File: config.mk
export PLATFORM = sky130hd
export DESIGN_NAME = merge_sequencer_flat
export DESIGN_NICKNAME = d
export VERILOG_FILES = /design/src/rtl/decomp_pkg.sv /design/src/rtl/merge_sequencer_if.sv /design/src/rtl/bit_merger.sv /design/src/rtl/merge_sequencer.sv /design/src/flat_wrapper.sv
export SDC_FILE = /design/constraint.sdc
export NUM_CORES = 1
export LEC_CHECK = 0
export ABC_AREA = 1
export ABC_CLOCK_PERIOD_IN_PS = 2400
export CORE_MARGIN = 10
export CORE_UTILIZATION = 41
export CTS_CLUSTER_SIZE = 20
export DETAILED_ROUTE_END_ITERATION = 8
export PLACE_DENSITY = 0.78
export SYNTH_ARGS = -nofsm -noshare
export SYNTH_HDL_FRONTEND = slang
export SYNTH_SLANG_ARGS = --single-unit
File: constraint.sdc
create_clock -name clk -period 2.4 [get_ports clk]
set_clock_uncertainty 0.05 [all_clocks]
set_input_delay 0.48 -clock clk [delete_from_list [all_inputs] [get_ports clk]]
set_output_delay 0.48 -clock clk [all_outputs]
set_load 0.01 [all_outputs]
File: src/rtl/decomp_pkg.sv
// decomp_pkg: shared definitions for the decompression path merge stage.
//   SYM_W / WORD_W / SYMS_PER_WORD : symbol width, merged word width, symbols per word
//   PAD_BYTE_DEFAULT               : default fill byte for unused lanes of a final word
//   seq_state_t                    : merge sequencer states (COLLECT, HOLD)
package decomp_pkg;
   localparam int unsigned SYM_W         = 8;
   localparam int unsigned WORD_W        = 32;
   localparam int unsigned SYMS_PER_WORD = 4;

   localparam logic [SYM_W-1:0] PAD_BYTE_DEFAULT = 8'h00;

   typedef logic [SYM_W-1:0]  sym_t;
   typedef logic [WORD_W-1:0] word_t;

   typedef enum logic {
      COLLECT,
      HOLD
   } seq_state_t;
endpackage

File: src/rtl/merge_sequencer_if.sv
// merge_sequencer_if: symbol input stream and merged word output stream.
//   sym_data/sym_valid/sym_last/sym_ready        : symbol stream (into sequencer)
//   word_data/word_valid/word_last/word_pad/word_ready : word stream (out of sequencer)
//   modport master : the environment (drives symbols, consumes words)
//   modport slave  : the sequencer
interface merge_sequencer_if;
   import decomp_pkg::*;

   sym_t       sym_data;
   logic       sym_valid;
   logic       sym_last;
   logic       sym_ready;
   word_t      word_data;
   logic       word_valid;
   logic       word_last;
   logic [1:0] word_pad;
   logic       word_ready;

   modport master (
      output sym_data, sym_valid, sym_last, word_ready,
      input  sym_ready, word_data, word_valid, word_last, word_pad
   );

   modport slave (
      input  sym_data, sym_valid, sym_last, word_ready,
      output sym_ready, word_data, word_valid, word_last, word_pad
   );
endinterface

File: src/rtl/bit_merger.sv
// bit_merger: combinational concatenation of four symbol lanes into one word.
//   lane0..lane3 : symbol lanes, lane0 lands in the most significant byte
//   merged       : {lane0, lane1, lane2, lane3}
module bit_merger
   import decomp_pkg::*;
(
   input  sym_t  lane0,
   input  sym_t  lane1,
   input  sym_t  lane2,
   input  sym_t  lane3,
   output word_t merged
);
   assign merged = {lane0, lane1, lane2, lane3};
endmodule

File: src/rtl/merge_sequencer.sv
// merge_sequencer: groups four decoded symbols into a registered 32-bit word.
//   clk, rst_n  : clock, asynchronous active-low reset
//   bus (slave) : symbol input stream and word output stream (merge_sequencer_if)
//   words_out   : words transferred, syms_in : symbols accepted
// Optional build macro MERGE_SEQ_STATS_EN builds the statistics counters;
// without it words_out/syms_in are tied to zero.
module merge_sequencer
   import decomp_pkg::*;
#(
   parameter logic [SYM_W-1:0] PAD_BYTE = PAD_BYTE_DEFAULT,
   parameter int unsigned      CNT_W    = 32
) (
   input  logic             clk,
   input  logic             rst_n,
   merge_sequencer_if.slave bus,
   output logic [CNT_W-1:0] words_out,
   output logic [CNT_W-1:0] syms_in
);
   seq_state_t state, state_nxt;
   logic [1:0] byte_cnt;
   sym_t       b0, b1, b2;
   sym_t       lane0, lane1, lane2, lane3;
   word_t      merged;
   word_t      hold_data;
   logic       hold_last;
   logic [1:0] hold_pad;
   logic       collecting, sym_xfer, word_xfer, out_free, complete;
   logic       load_sym, load_hold, capture_hold;
   logic [1:0] cur_pad;

   // Decoded straight from the state flop so word_ready never reaches sym_ready.
   assign collecting = (state == COLLECT);
   assign sym_xfer   = bus.sym_valid & collecting;
   assign word_xfer  = bus.word_valid & bus.word_ready;
   assign out_free   = ~bus.word_valid | bus.word_ready;
   assign complete   = sym_xfer & ((byte_cnt == 2'd3) | bus.sym_last);
   // Full words complete at byte_cnt==3, giving zero pad from the same formula.
   assign cur_pad    = 2'd3 - byte_cnt;

   // Lane k takes the incoming symbol, lower lanes the stored bytes, higher lanes the fill byte.
   always_comb begin
      lane0 = (byte_cnt == 2'd0) ? bus.sym_data : b0;
      lane1 = (byte_cnt == 2'd1) ? bus.sym_data : ((byte_cnt > 2'd1) ? b1 : PAD_BYTE);
      lane2 = (byte_cnt == 2'd2) ? bus.sym_data : ((byte_cnt == 2'd3) ? b2 : PAD_BYTE);
      lane3 = (byte_cnt == 2'd3) ? bus.sym_data : PAD_BYTE;
   end

   bit_merger u_merger (
      .lane0  (lane0),
      .lane1  (lane1),
      .lane2  (lane2),
      .lane3  (lane3),
      .merged (merged)
   );

   always_ff @(posedge clk or negedge rst_n) begin
      if (!rst_n) state <= COLLECT;
      else        state <= state_nxt;
   end

   always_comb begin
      state_nxt = state;
      case (state)
         COLLECT: if (complete && !out_free) state_nxt = HOLD;
         HOLD:    if (out_free)              state_nxt = COLLECT;
      endcase
   end

   always_comb begin
      bus.sym_ready = collecting;
      load_sym      = collecting & complete & out_free;
      capture_hold  = collecting & complete & ~out_free;
      load_hold     = (state == HOLD) & out_free;
   end

   always_ff @(posedge clk or negedge rst_n) begin
      if (!rst_n) begin
         byte_cnt <= '0;
         b0       <= '0;
         b1       <= '0;
         b2       <= '0;
      end else if (sym_xfer) begin
         if (complete) begin
            byte_cnt <= '0;
         end else begin
            case (byte_cnt)
               2'd0:    b0 <= bus.sym_data;
               2'd1:    b1 <= bus.sym_data;
               default: b2 <= bus.sym_data;
            endcase
            byte_cnt <= byte_cnt + 2'd1;
         end
      end
   end

   always_ff @(posedge clk or negedge rst_n) begin
      if (!rst_n) begin
         hold_data <= '0;
         hold_last <= 1'b0;
         hold_pad  <= '0;
      end else if (capture_hold) begin
         hold_data <= merged;
         hold_last <= bus.sym_last;
         hold_pad  <= cur_pad;
      end
   end

   always_ff @(posedge clk or negedge rst_n) begin
      if (!rst_n) begin
         bus.word_data  <= '0;
         bus.word_valid <= 1'b0;
         bus.word_last  <= 1'b0;
         bus.word_pad   <= '0;
      end else if (load_sym) begin
         bus.word_data  <= merged;
         bus.word_valid <= 1'b1;
         bus.word_last  <= bus.sym_last;
         bus.word_pad   <= cur_pad;
      end else if (load_hold) begin
         bus.word_data  <= hold_data;
         bus.word_valid <= 1'b1;
         bus.word_last  <= hold_last;
         bus.word_pad   <= hold_pad;
      end else if (word_xfer) begin
         bus.word_valid <= 1'b0;
      end
   end

`ifdef MERGE_SEQ_STATS_EN
   logic [CNT_W-1:0] words_q, syms_q;

   always_ff @(posedge clk or negedge rst_n) begin
      if (!rst_n) begin
         words_q <= '0;
         syms_q  <= '0;
      end else begin
         if (word_xfer) words_q <= words_q + CNT_W'(1);
         if (sym_xfer)  syms_q  <= syms_q + CNT_W'(1);
      end
   end

   assign words_out = words_q;
   assign syms_in   = syms_q;
`else
   assign words_out = '0;
   assign syms_in   = '0;
`endif
endmodule

File: src/flat_wrapper.sv
// flat-port wrapper written by rule: the top's interface ports become plain ports
module merge_sequencer_flat import decomp_pkg::*;
#(
   parameter logic [SYM_W-1:0] PAD_BYTE = PAD_BYTE_DEFAULT,
   parameter int unsigned      CNT_W    = 32
)
  (clk, rst_n, words_out, syms_in, bus_sym_data, bus_sym_valid, bus_sym_last, bus_word_ready, bus_sym_ready, bus_word_data, bus_word_valid, bus_word_last, bus_word_pad);
  merge_sequencer_if bus_i ();
  input  logic clk;
  input  logic rst_n;
  output logic [CNT_W-1:0] words_out;
  output logic [CNT_W-1:0] syms_in;
  input wire logic [$bits(bus_i.sym_data)-1:0] bus_sym_data;
  input wire logic [$bits(bus_i.sym_valid)-1:0] bus_sym_valid;
  input wire logic [$bits(bus_i.sym_last)-1:0] bus_sym_last;
  input wire logic [$bits(bus_i.word_ready)-1:0] bus_word_ready;
  output wire logic [$bits(bus_i.sym_ready)-1:0] bus_sym_ready;
  output wire logic [$bits(bus_i.word_data)-1:0] bus_word_data;
  output wire logic [$bits(bus_i.word_valid)-1:0] bus_word_valid;
  output wire logic [$bits(bus_i.word_last)-1:0] bus_word_last;
  output wire logic [$bits(bus_i.word_pad)-1:0] bus_word_pad;
  assign bus_i.sym_data = bus_sym_data;
  assign bus_i.sym_valid = bus_sym_valid;
  assign bus_i.sym_last = bus_sym_last;
  assign bus_i.word_ready = bus_word_ready;
  assign bus_sym_ready = bus_i.sym_ready;
  assign bus_word_data = bus_i.word_data;
  assign bus_word_valid = bus_i.word_valid;
  assign bus_word_last = bus_i.word_last;
  assign bus_word_pad = bus_i.word_pad;
  merge_sequencer #(.PAD_BYTE(PAD_BYTE), .CNT_W(CNT_W)) u_core (.clk(clk), .rst_n(rst_n), .bus(bus_i), .words_out(words_out), .syms_in(syms_in));
endmodule
Word-level counts from Yosys, hierarchy flattened
Index checks and enable logic that the tools add are counted.

Register bits: 98. Input bits: 13. Output and inout bits: 101. Logic and storage cells: 60.

$add $sub $neg: 2. $lt $le $gt $ge: 1. Eq/ne operators: 3. Muxes and demuxes: 19. Bitwise gates (word level): 14. Reduce and logical (&&, ||, !) cells: 9.

Operator list (count): $mux 32 (2); $mux 8 (6); $and 1x1->1 (7); $mux 1 (7); $mux 2 (3); $reduce_and 3->1 (2); $not 1->1 (5); $eq 2x2->1 const B (2); $reduce_bool 3->1 (1); $add 2x1->2 const B (1); $eq 2x1->1 const B (1); $gt 2x1->1 const B (1); $logic_not 2->1 (1); $or 1x1->1 (2); $pmux 1 s2 (1); $reduce_and 2->1 (1); $reduce_bool 2->1 (1); $reduce_or 2->1 (1); $sub 2x2->2 const A (1); $logic_and 1x1->1 (1); $logic_not 1->1 (1).

Depth between registers and ports, before layout
Gate-level depths: netlist (run 1).

Depth in word-level cells: 6. Gate-level depth with buffers: 10.

Modules after synthesis
From an unflattened synthesis (run 1), not the netlist that was laid out.

Cells, all modules: 706. Area total of the unflattened synthesis: 5564.1 um2.

By module, submodules not included: merge_sequencer (times used 1, cells an instance 674, area an instance 5323.9 um2); bit_merger (times used 1, cells an instance 32, area an instance 240.2 um2).

Worst setup path after synthesis (run 1)
Ideal clock, no wire load.

Kind: register to register. From: register u_core.byte_cnt[1]. To: register u_core.bus.word_data[0]. Setup time: 0.116 ns. Arrival time: 1.383 ns. Setup slack: 0.850 ns. Cell stages (with the launch flop): 9. Buffers on the path: 1. Period minus slack after synthesis: 1.550 ns. Cell sequence: dfrtp_1 -> ha_1 -> inv_1 -> nand2_2 -> nand3_2 -> clkbuf_1 -> o21ai_0 -> nand2_1 -> nand2_1.

Longest elaborated chain between the ends: 6.

Ends and longest elaborated chain: start, declared (line merge_sequencer.sv:20) `logic [1:0] byte_cnt;`; start signal, assigned (line merge_sequencer.sv:91) `byte_cnt <= byte_cnt + 2'd1;`; $eq 2x2->1 * (line merge_sequencer.sv:36, merge_sequencer.sv:45); $or 1x1->1 (line merge_sequencer.sv:36) `assign complete = sym_xfer & ((byte_cnt == 2'd3) | bus.sym_last);`; $and 1x1->1 (line merge_sequencer.sv:36); $and 1x1->1 (2 in series) (line merge_sequencer.sv:71) `load_sym = collecting & complete & out_free;`; $mux 32 or $reduce_bool 2->1 (tied branches); end signal, assigned (line merge_sequencer.sv:115) `bus.word_data <= merged;`; end signal, assigned (line merge_sequencer.sv:120) `bus.word_data <= hold_data;`; end, declared (line merge_sequencer_if.sv:26) `output sym_ready, word_data, word_valid, word_last, word_pad`.

Mark *: on every way between the ends. The rest lies on a longest branch, timed or not. A chain may end at the register's enable or synchronous reset.

Final worst setup path (run 1)
From: register u_core.state. To: output port bus_sym_ready.

Longest elaborated chain between the ends: 1.

Ends and longest elaborated chain: start, declared (line merge_sequencer.sv:19) `seq_state_t state, state_nxt;`; start signal, assigned (line merge_sequencer.sv:58) `else state <= state_nxt;`; $not 1->1 (line merge_sequencer.sv:32) `assign collecting = (state == COLLECT);`; end, declared (line flat_wrapper.sv:17) `output wire logic [$bits(bus_i.sym_ready)-1:0] bus_sym_ready;`.

No other way between the ends.

==> implementation parameters, run 1 <==
Parameter                              Value

Power
  Power per unit of standard cell area ... 1007 mW/mm²
  Maximum ir drop on the vdd rail ... approximately 0.00040 V
  Reported leakage power ... roughly 0.0029 µW
  Total chip power ... 5801 µW

Run
  Max-cap viol count ... 0

STA
  Transition time at the pin with the least slew margin ... 681.2 ps
  Worst slew slack as a fraction of its limit ... 0.5459
  Peak Freq ... 0.4972 GHz
  Final setup viols ... 0
  Number of pins with negative max-slew slack in the final report ... 0
  Total count of hold-check failures in the final report ... 0
  Setup TNS ... 0 ps
  Clock period minus worst slack ... 2011 ps
  RSZ-0062 raised after global routing ... false
  Final Cycle Share ... 0.8381

Synthesis
  Yosys reg bits ... 98
  Most frequent cell after synthesis ... nand2_1
  Sequential cell area fraction in the yosys report ... 0.4861
  Ranking of synthesized cells by instance count ... 236 x nand2_1, 98 x dfrtp_1, 75 x o21ai_0
  Yosys warnings ... 0
  Top flip-flop cell by instance count after synthesis ... dfrtp_1
  Largest area contributor in the synthesized netlist ... dfrtp_1
  EDFF count, synth ... 0
  Average cell area after synthesis ... roughly 7.9 µm²
  Post-synthesis instance area ... 0.005045 mm²
  Instance count of the mapped netlist ... between 600 and 700
  Count of unique library cells instantiated by Yosys ... 23
  Ranking of synthesized cells by area ... dfrtp_1 49%, nand2_1 18%, buf_4 10%, o21ai_0 7.4%, inv_1 4.0%
  Share of flip-flops with an asynchronous set or reset after synthesis ... 1.000
  Top cell type's share of synthesized area ... 0.4861

CTS
  Hold_buf cts ... 0
  Clock-pin slew of the registers on the worst-case setup and hold paths ... around 70 ps
  Post-cts gate resize count ... 0
  Total setup buffers inserted after CTS ... 0
  CTS HTree Levels ... 3
  # clock sinks ... 98
  Clock network latency to the later pin of the worst-skew pair ... around 350 ps
  Maximum number of buffers from clock root to sink ... 2
  Number of buffers created by CTS ... 9
  CTS root buffer ... clkbuf_16
  TritonCTS clock tree ... done

Floorplanning
  Std cell rows ... 40
  Placeable core region ... 0.01201 mm²
  Floorplan die height ... 130.9 µm
  Effective utilization at floorplan ... 0.4200
  IO Pins ... 114
  Die Area ... 0.01714 mm²
  Width of the die ... approximately 130 µm

Global route
  Global router's overall resource usage ... 0.1388
  GR met1 Demand/Resource ... 0.1850
  First-pass GRT wire length ... 19,060 µm
  Met2 usage ... 0.2141
  Initial antenna violation count ... 0
  Global-route layer with the greatest usage ... met2
  Vias in the first global route ... around 3,800
  Largest net degree at the start of global routing ... 50
  Routing usage on met3 ... 0.02861
  Overflow after GRT ... 0

Worst setup path
  Sort of element at the start of the critical path ... register
  Start-to-end type of the worst setup path ... reg -> out
  CP required ... 1870 ps
  Data arrival time of the critical path ... 1480 ps
  Critical path endpoint category ... output pin
  Maximum fanout along the worst path ... 3

Drt
  Final routed wirelength across all metal layers ... 11,830 µm
  Number of iterations in the first detailed-routing pass ... 5
  Via-per-instance ratio ... 4.697
  Total via count after detailed routing ... 3,913
  DRC errors left ... 0
  Routed Antenna Nets ... 0
  Avg WL per Cell ... 14.20 µm
  Initial drt markers ... 376

Placed design
  Port Buffers ... 49
  Global placer's final weighted congestion ... 0.8339
  Placed wire-length estimate after detailed placement ... 8390 µm

Status
  Outcome ... complete, no violations

Layout
  Final core utilization ... 0.4795
  Final nets ... 698
  Area grow syn2layout ... 14.16%
  Share of layout cells above drive strength 1 ... 0.06851
  Antenna diodes ... 0
  # fillers ... roughly 1,200

Hold path
  Worst min-delay path category ... in -> async
-- power breakdown --
part	switching, µW	internal [µW]
Combinational	977	754
Sequential	292	2240
Clock	696	840
-- cell usage in the layout (no fill, tap or decap), drive strengths merged --
cell type / Yosys / layout
nand2: 244 / 244
o21ai: 104 / 104
dfrtp: 98 / 98
inv: 60 / 65
conb: 1 / 64
clkdlybuf4s50: 0 / 48
nor2: 13 / 13
nand3: 11 / 11
buf: 81 / 11
clkbuf: 9 / 9
nand4: 6 / 6
o211ai: 6 / 6
ha: 4 / 4
a21oi: 1 / 1
clkinv: 0 / 1
bufinv: 0 / 1
-- critical path: stages (launching register included) --
cell and delay (ps):
dfrtp_1 450, inv_2 130, clkdlybuf4s50_1 550
-- logic make-up after synthesis --
family,Yosys count,share of synthesized area
compound gates,111,0.1131
simple gates,274,0.2247
other cells,1,0.0007433
flops,98,0.4861
fa+ha+maj,4,0.009921
buf+inv,150,0.1654
-- registers in the layout, indices dropped and copies added, names as in the netlist --
signal,cells
u_core.state,1
u_core.hold_last,1
u_core.bus.word_data,32
u_core.bus.word_last,1
u_core.bus.word_valid,1
u_core.byte_cnt,2
u_core.b2,8
u_core.bus.word_pad,2
u_core.b0,8
u_core.b1,8
u_core.hold_pad,2
u_core.hold_data,32
-- layer usage --
layer / vias up / part of all wire
met4: 0 / 0.027
li1: 1959 / -
met2: 116 / 0.47
met3: 22 / 0.066
met5: - / 0
met1: 1816 / 0.44
-- metrics by stage --
step / area, µm² / setup WS (ps) / hold slack, ps / cells
2_1_floorplan: 5281 / 850.3 / 134.4 / 701
3_3_place_gp: 5444 / 244.4 / 409.7 / 817
3_5_place_dp: 5444 / 218.9 / 418.7 / 817
4_1_cts: 5759 / 386.0 / 138.7 / 833
5_1_grt: 5759 / 346.8 / 170.2 / 833
6_report: 5759 / 388.6 / 108.7 / 833
-- path summary, 6_finish.rpt --
| kind | from | to | slack, ps | cells past startpoint |
|---|---|---|---|---|
| max | u_core.state$_DFF_PN0_ | bus_sym_ready | 390 | 2 |
| min | rst_n | u_core.b2[7]$_DFFE_PN0P_ | 110 | 1 |
| max reg2reg | u_core.byte_cnt[1]$_DFFE_PN0P_ | u_core.bus.word_data[14]$_DFFE_PN0P_ | 520 | 8 |
| min reg2reg | u_core.bus.word_data[18]$_DFFE_PN0P_ | u_core.bus.word_data[18]$_DFFE_PN0P_ | 430 | 2 |
| max in group asynchronous | rst_n | u_core.state$_DFF_PN0_ | 1570 | 2 |
| min in group clk | u_core.bus.word_data[18]$_DFFE_PN0P_ | u_core.bus.word_data[18]$_DFFE_PN0P_ | 430 | 2 |
-- final cells by class --
type                       instances  area, µm²  share of cell area
clock buffer                       9      225.2             0.03910
clock inverter                     7      90.09             0.01564
inverter                          60      225.2             0.03910
multi-input combinational        453       1994              0.3463
sequential                        98       2452              0.4258
tap                              147      183.9             0.03194
timing repair buffer              59      588.1              0.1021
(Power assumes the default switching activity.)
==> inputs of run 2 (changes only) <==
--- a/config.mk
+++ b/config.mk
@@ -6,7 +6,7 @@
 export NUM_CORES = 1
 export LEC_CHECK = 0
 export ABC_AREA = 1
-export ABC_CLOCK_PERIOD_IN_PS = 2400
+export ABC_CLOCK_PERIOD_IN_PS = 1900
 export CORE_MARGIN = 10
 export CORE_UTILIZATION = 41
 export CTS_CLUSTER_SIZE = 20
==> constraint.sdc (replaced) <==
create_clock -name clk -period 1.9 [get_ports clk]
set_clock_uncertainty 0.05 [all_clocks]
set_input_delay 0.38 -clock clk [delete_from_list [all_inputs] [get_ports clk]]
set_output_delay 0.38 -clock clk [all_outputs]
set_load 0.01 [all_outputs]
==> run 2 against run 1 <==
Against the previous run:
- critical path depth is 6 higher
- global-route usage increased by 0.48 points
- first-iteration DRC count grew 3.2%
- critical path type is now reg -> reg
- sequential share of layout area fell by 1.3 points
- flip-flop and latch count stayed put
==> implementation parameters, run 2 (synthesis results as in run 1) <==
Parameter                              Value

CTS
  # clock sinks ... 98
  CTS root buffer ... clkbuf_16
  Clock network latency to the later pin of the worst-skew pair ... between 300 and 400 ps
  CTS HTree Levels ... 3
  Clock-pin slew of the registers on the worst-case setup and hold paths ... 70 ps
  Maximum number of buffers from clock root to sink ... 2
  TritonCTS clock tree ... done
  Number of buffers created by CTS ... 9

Floorplanning
  Width of the die ... 130.9 µm
  IO Pins ... 114
  Die Area ... 0.01714 mm²
  Std cell rows ... 40
  Floorplan die height ... 130.9 µm
  Placeable core region ... 0.01201 mm²
  Effective utilization at floorplan ... 0.4200

Worst setup path
  Slowest Stage Delay on Critical Path ... 450 ps
  Count of buffering cells on the critical path with inverters included ... 2
  Top cell family by delay on the critical path ... simple AND/OR/NAND/NOR gates
  CP required ... ~2100 ps
  Maximum fanout along the worst path ... 16
  Standard cell with the maximum stage delay on the critical path ... dfrtp_1
  Critical path endpoint category ... register
  Data arrival time of the critical path ... 2010 ps
  Cell-by-cell listing of the critical path ... ha_1 > inv_1 > nand2_2 > buf_4 > nor2_4 > nand2_2 > nand2_1 > o21ai_0
  Start-to-end type of the worst setup path ... reg -> reg
  Cell type with the highest occurrence count on the critical path ... nand2_2
  Sort of element at the start of the critical path ... register

Placed design
  Placed Cells ... 835
  Global placer's final weighted congestion ... ~0.82
  Placed wire-length estimate after detailed placement ... ~8600 µm
  Port Buffers ... 49

Drt
  Via-per-instance ratio ... 4.675
  Initial drt markers ... 388
  DRC errors left ... 0
  Final routed wirelength across all metal layers ... ~12,000 µm
  Routed Antenna Nets ... 0
  Avg WL per Cell ... 14.02 µm
  Number of iterations in the first detailed-routing pass ... 5
  Total via count after detailed routing ... 3,983

Global route
  Initial antenna violation count ... 0
  Overflow after GRT ... 0
  First-pass GRT wire length ... about 20,000 µm
  Global router's overall resource usage ... 0.1436
  Vias in the first global route ... ~4,000
  Largest net degree at the start of global routing ... 37

STA
  Total count of hold-check failures in the final report ... 0
  RSZ-0062 raised after global routing ... true
  Final setup viols ... 0
  Number of pins with negative max-slew slack in the final report ... 0
  Final Cycle Share ... 0.9736
  Peak Freq ... 0.5406 GHz
  Clock period minus worst slack ... 1850 ps

Hold path
  Worst min-delay path category ... reg -> reg

Power
  Maximum ir drop on the vdd rail ... 0.0005334 V
  Power per unit of standard cell area ... 1234 mW/mm²
  Reported leakage power ... 0.002964 µW

Layout
  Non-filler instance count after layout ... 852
  Final nets ... 717
  Area grow syn2layout ... 17.76%
  Most frequent cells in the layout ... 236 x nand2_1, 98 x dfrtp_1, 70 x o21ai_0
  Most common cell after layout, fill and taps aside ... nand2_1
  Antenna diodes ... 0
  Share of layout cells above drive strength 1 ... 0.09220
  # fillers ... 1,140
  Largest registers in the final layout ... u_core.bus.word_data x32, u_core.hold_data x32
  Final core utilization ... 0.4946

Run
  Max-cap viol count ... 0

Status
  Outcome ... complete, no violations
[run 2: changes by cell type in the layout (fill, tap and decap cells not counted), sizes merged]
cell | previous run | this run
dlymetal6s2s | 0 | 1
clkinvlp | 0 | 2
clkbuf | 9 | 12
buf | 11 | 29
clkdlybuf4s50 | 48 | 47
inv | 65 | 60
dlygate4sd3 | 0 | 1
[run 2: metrics by stage]
stage	hold WS [ps]	instance area, µm²	TNS [ps]	total power, µW	setup slack [ps]
2_1_floorplan	34.41	5281	0	4546	350.3
3_3_place_gp	314.0	5617	-150.9	5423	-19.01
3_5_place_dp	320.0	5617	-2045	5499	-87.18
4_1_cts	432.3	5936	0	7394	35.57
5_1_grt	447.2	5941	-482.7	7869	-76.44
6_report	430.2	5941	0	7333	50.09
[run 2: path summary, 6_finish.rpt]
| check | startpoint | endpoint | slack [ps] | cells past startpoint |
|---|---|---|---|---|
| setup / recovery | u_core.byte_cnt[1]$_DFFE_PN0P_ | u_core.b2[2]$_DFFE_PN0P_ | 50 | 8 |
| hold / removal | u_core.bus.word_data[26]$_DFFE_PN0P_ | u_core.bus.word_data[26]$_DFFE_PN0P_ | 430 | 2 |
| setup reg to reg | u_core.byte_cnt[1]$_DFFE_PN0P_ | u_core.b2[2]$_DFFE_PN0P_ | 50 | 8 |
| hold reg to reg | u_core.bus.word_data[26]$_DFFE_PN0P_ | u_core.bus.word_data[26]$_DFFE_PN0P_ | 430 | 2 |
| max in group asynchronous | rst_n | u_core.hold_data[3]$_DFFE_PN0P_ | 640 | 3 |
| min in group asynchronous | rst_n | u_core.hold_data[30]$_DFFE_PN0P_ | 490 | 2 |
[run 2: layout make-up]
type,instances,area (µm²),share of cell area
sequential,98,2452,0.4128
multi-input combinational,453,1997,0.3361
tap,147,183.9,0.03096
clock inverter,4,50.05,0.008425
inverter,60,227.7,0.03833
timing repair buffer,78,773.2,0.1302
clock buffer,12,256.5,0.04318
[run 2: timing repair]
item,4_1_cts,5_1_grt
endpoints found under the setup margin,1,31
buffers inserted,0,0
resized for setup,1,7
hold buffers,1,0
gates cloned,0,0
hold endpoints to repair,30,0
[run 2: power breakdown]
group / switching [µW] / internal [µW] / total [µW]
clock network: 767 / 1090 / 1860
logic: 1250 / 1020 / 2270
registers: 372 / 2830 / 3210
total: 2390 / 4950 / 7330
[run 2: routing by layer]
layer  wire length (µm)  vias to the layer above  track usage
met4                129                        0      0.04447
li1                   -                     1988            -
met3                899                       12      0.03989
met2               5855                      119       0.2310
met1               5059                     1864       0.1836
met5                  0                        -            0
[run 2: worst reg2reg max path, delay by kind of cell, from the launching register on]
family                   cells  cell delay (ps)
AND/OR/NAND/NOR              4              610
flip-flops                   1              450
buffers and inverters        2              290
adder cells (fa/ha/maj)      1              230
AO/OA/AOI/OAI                1               90
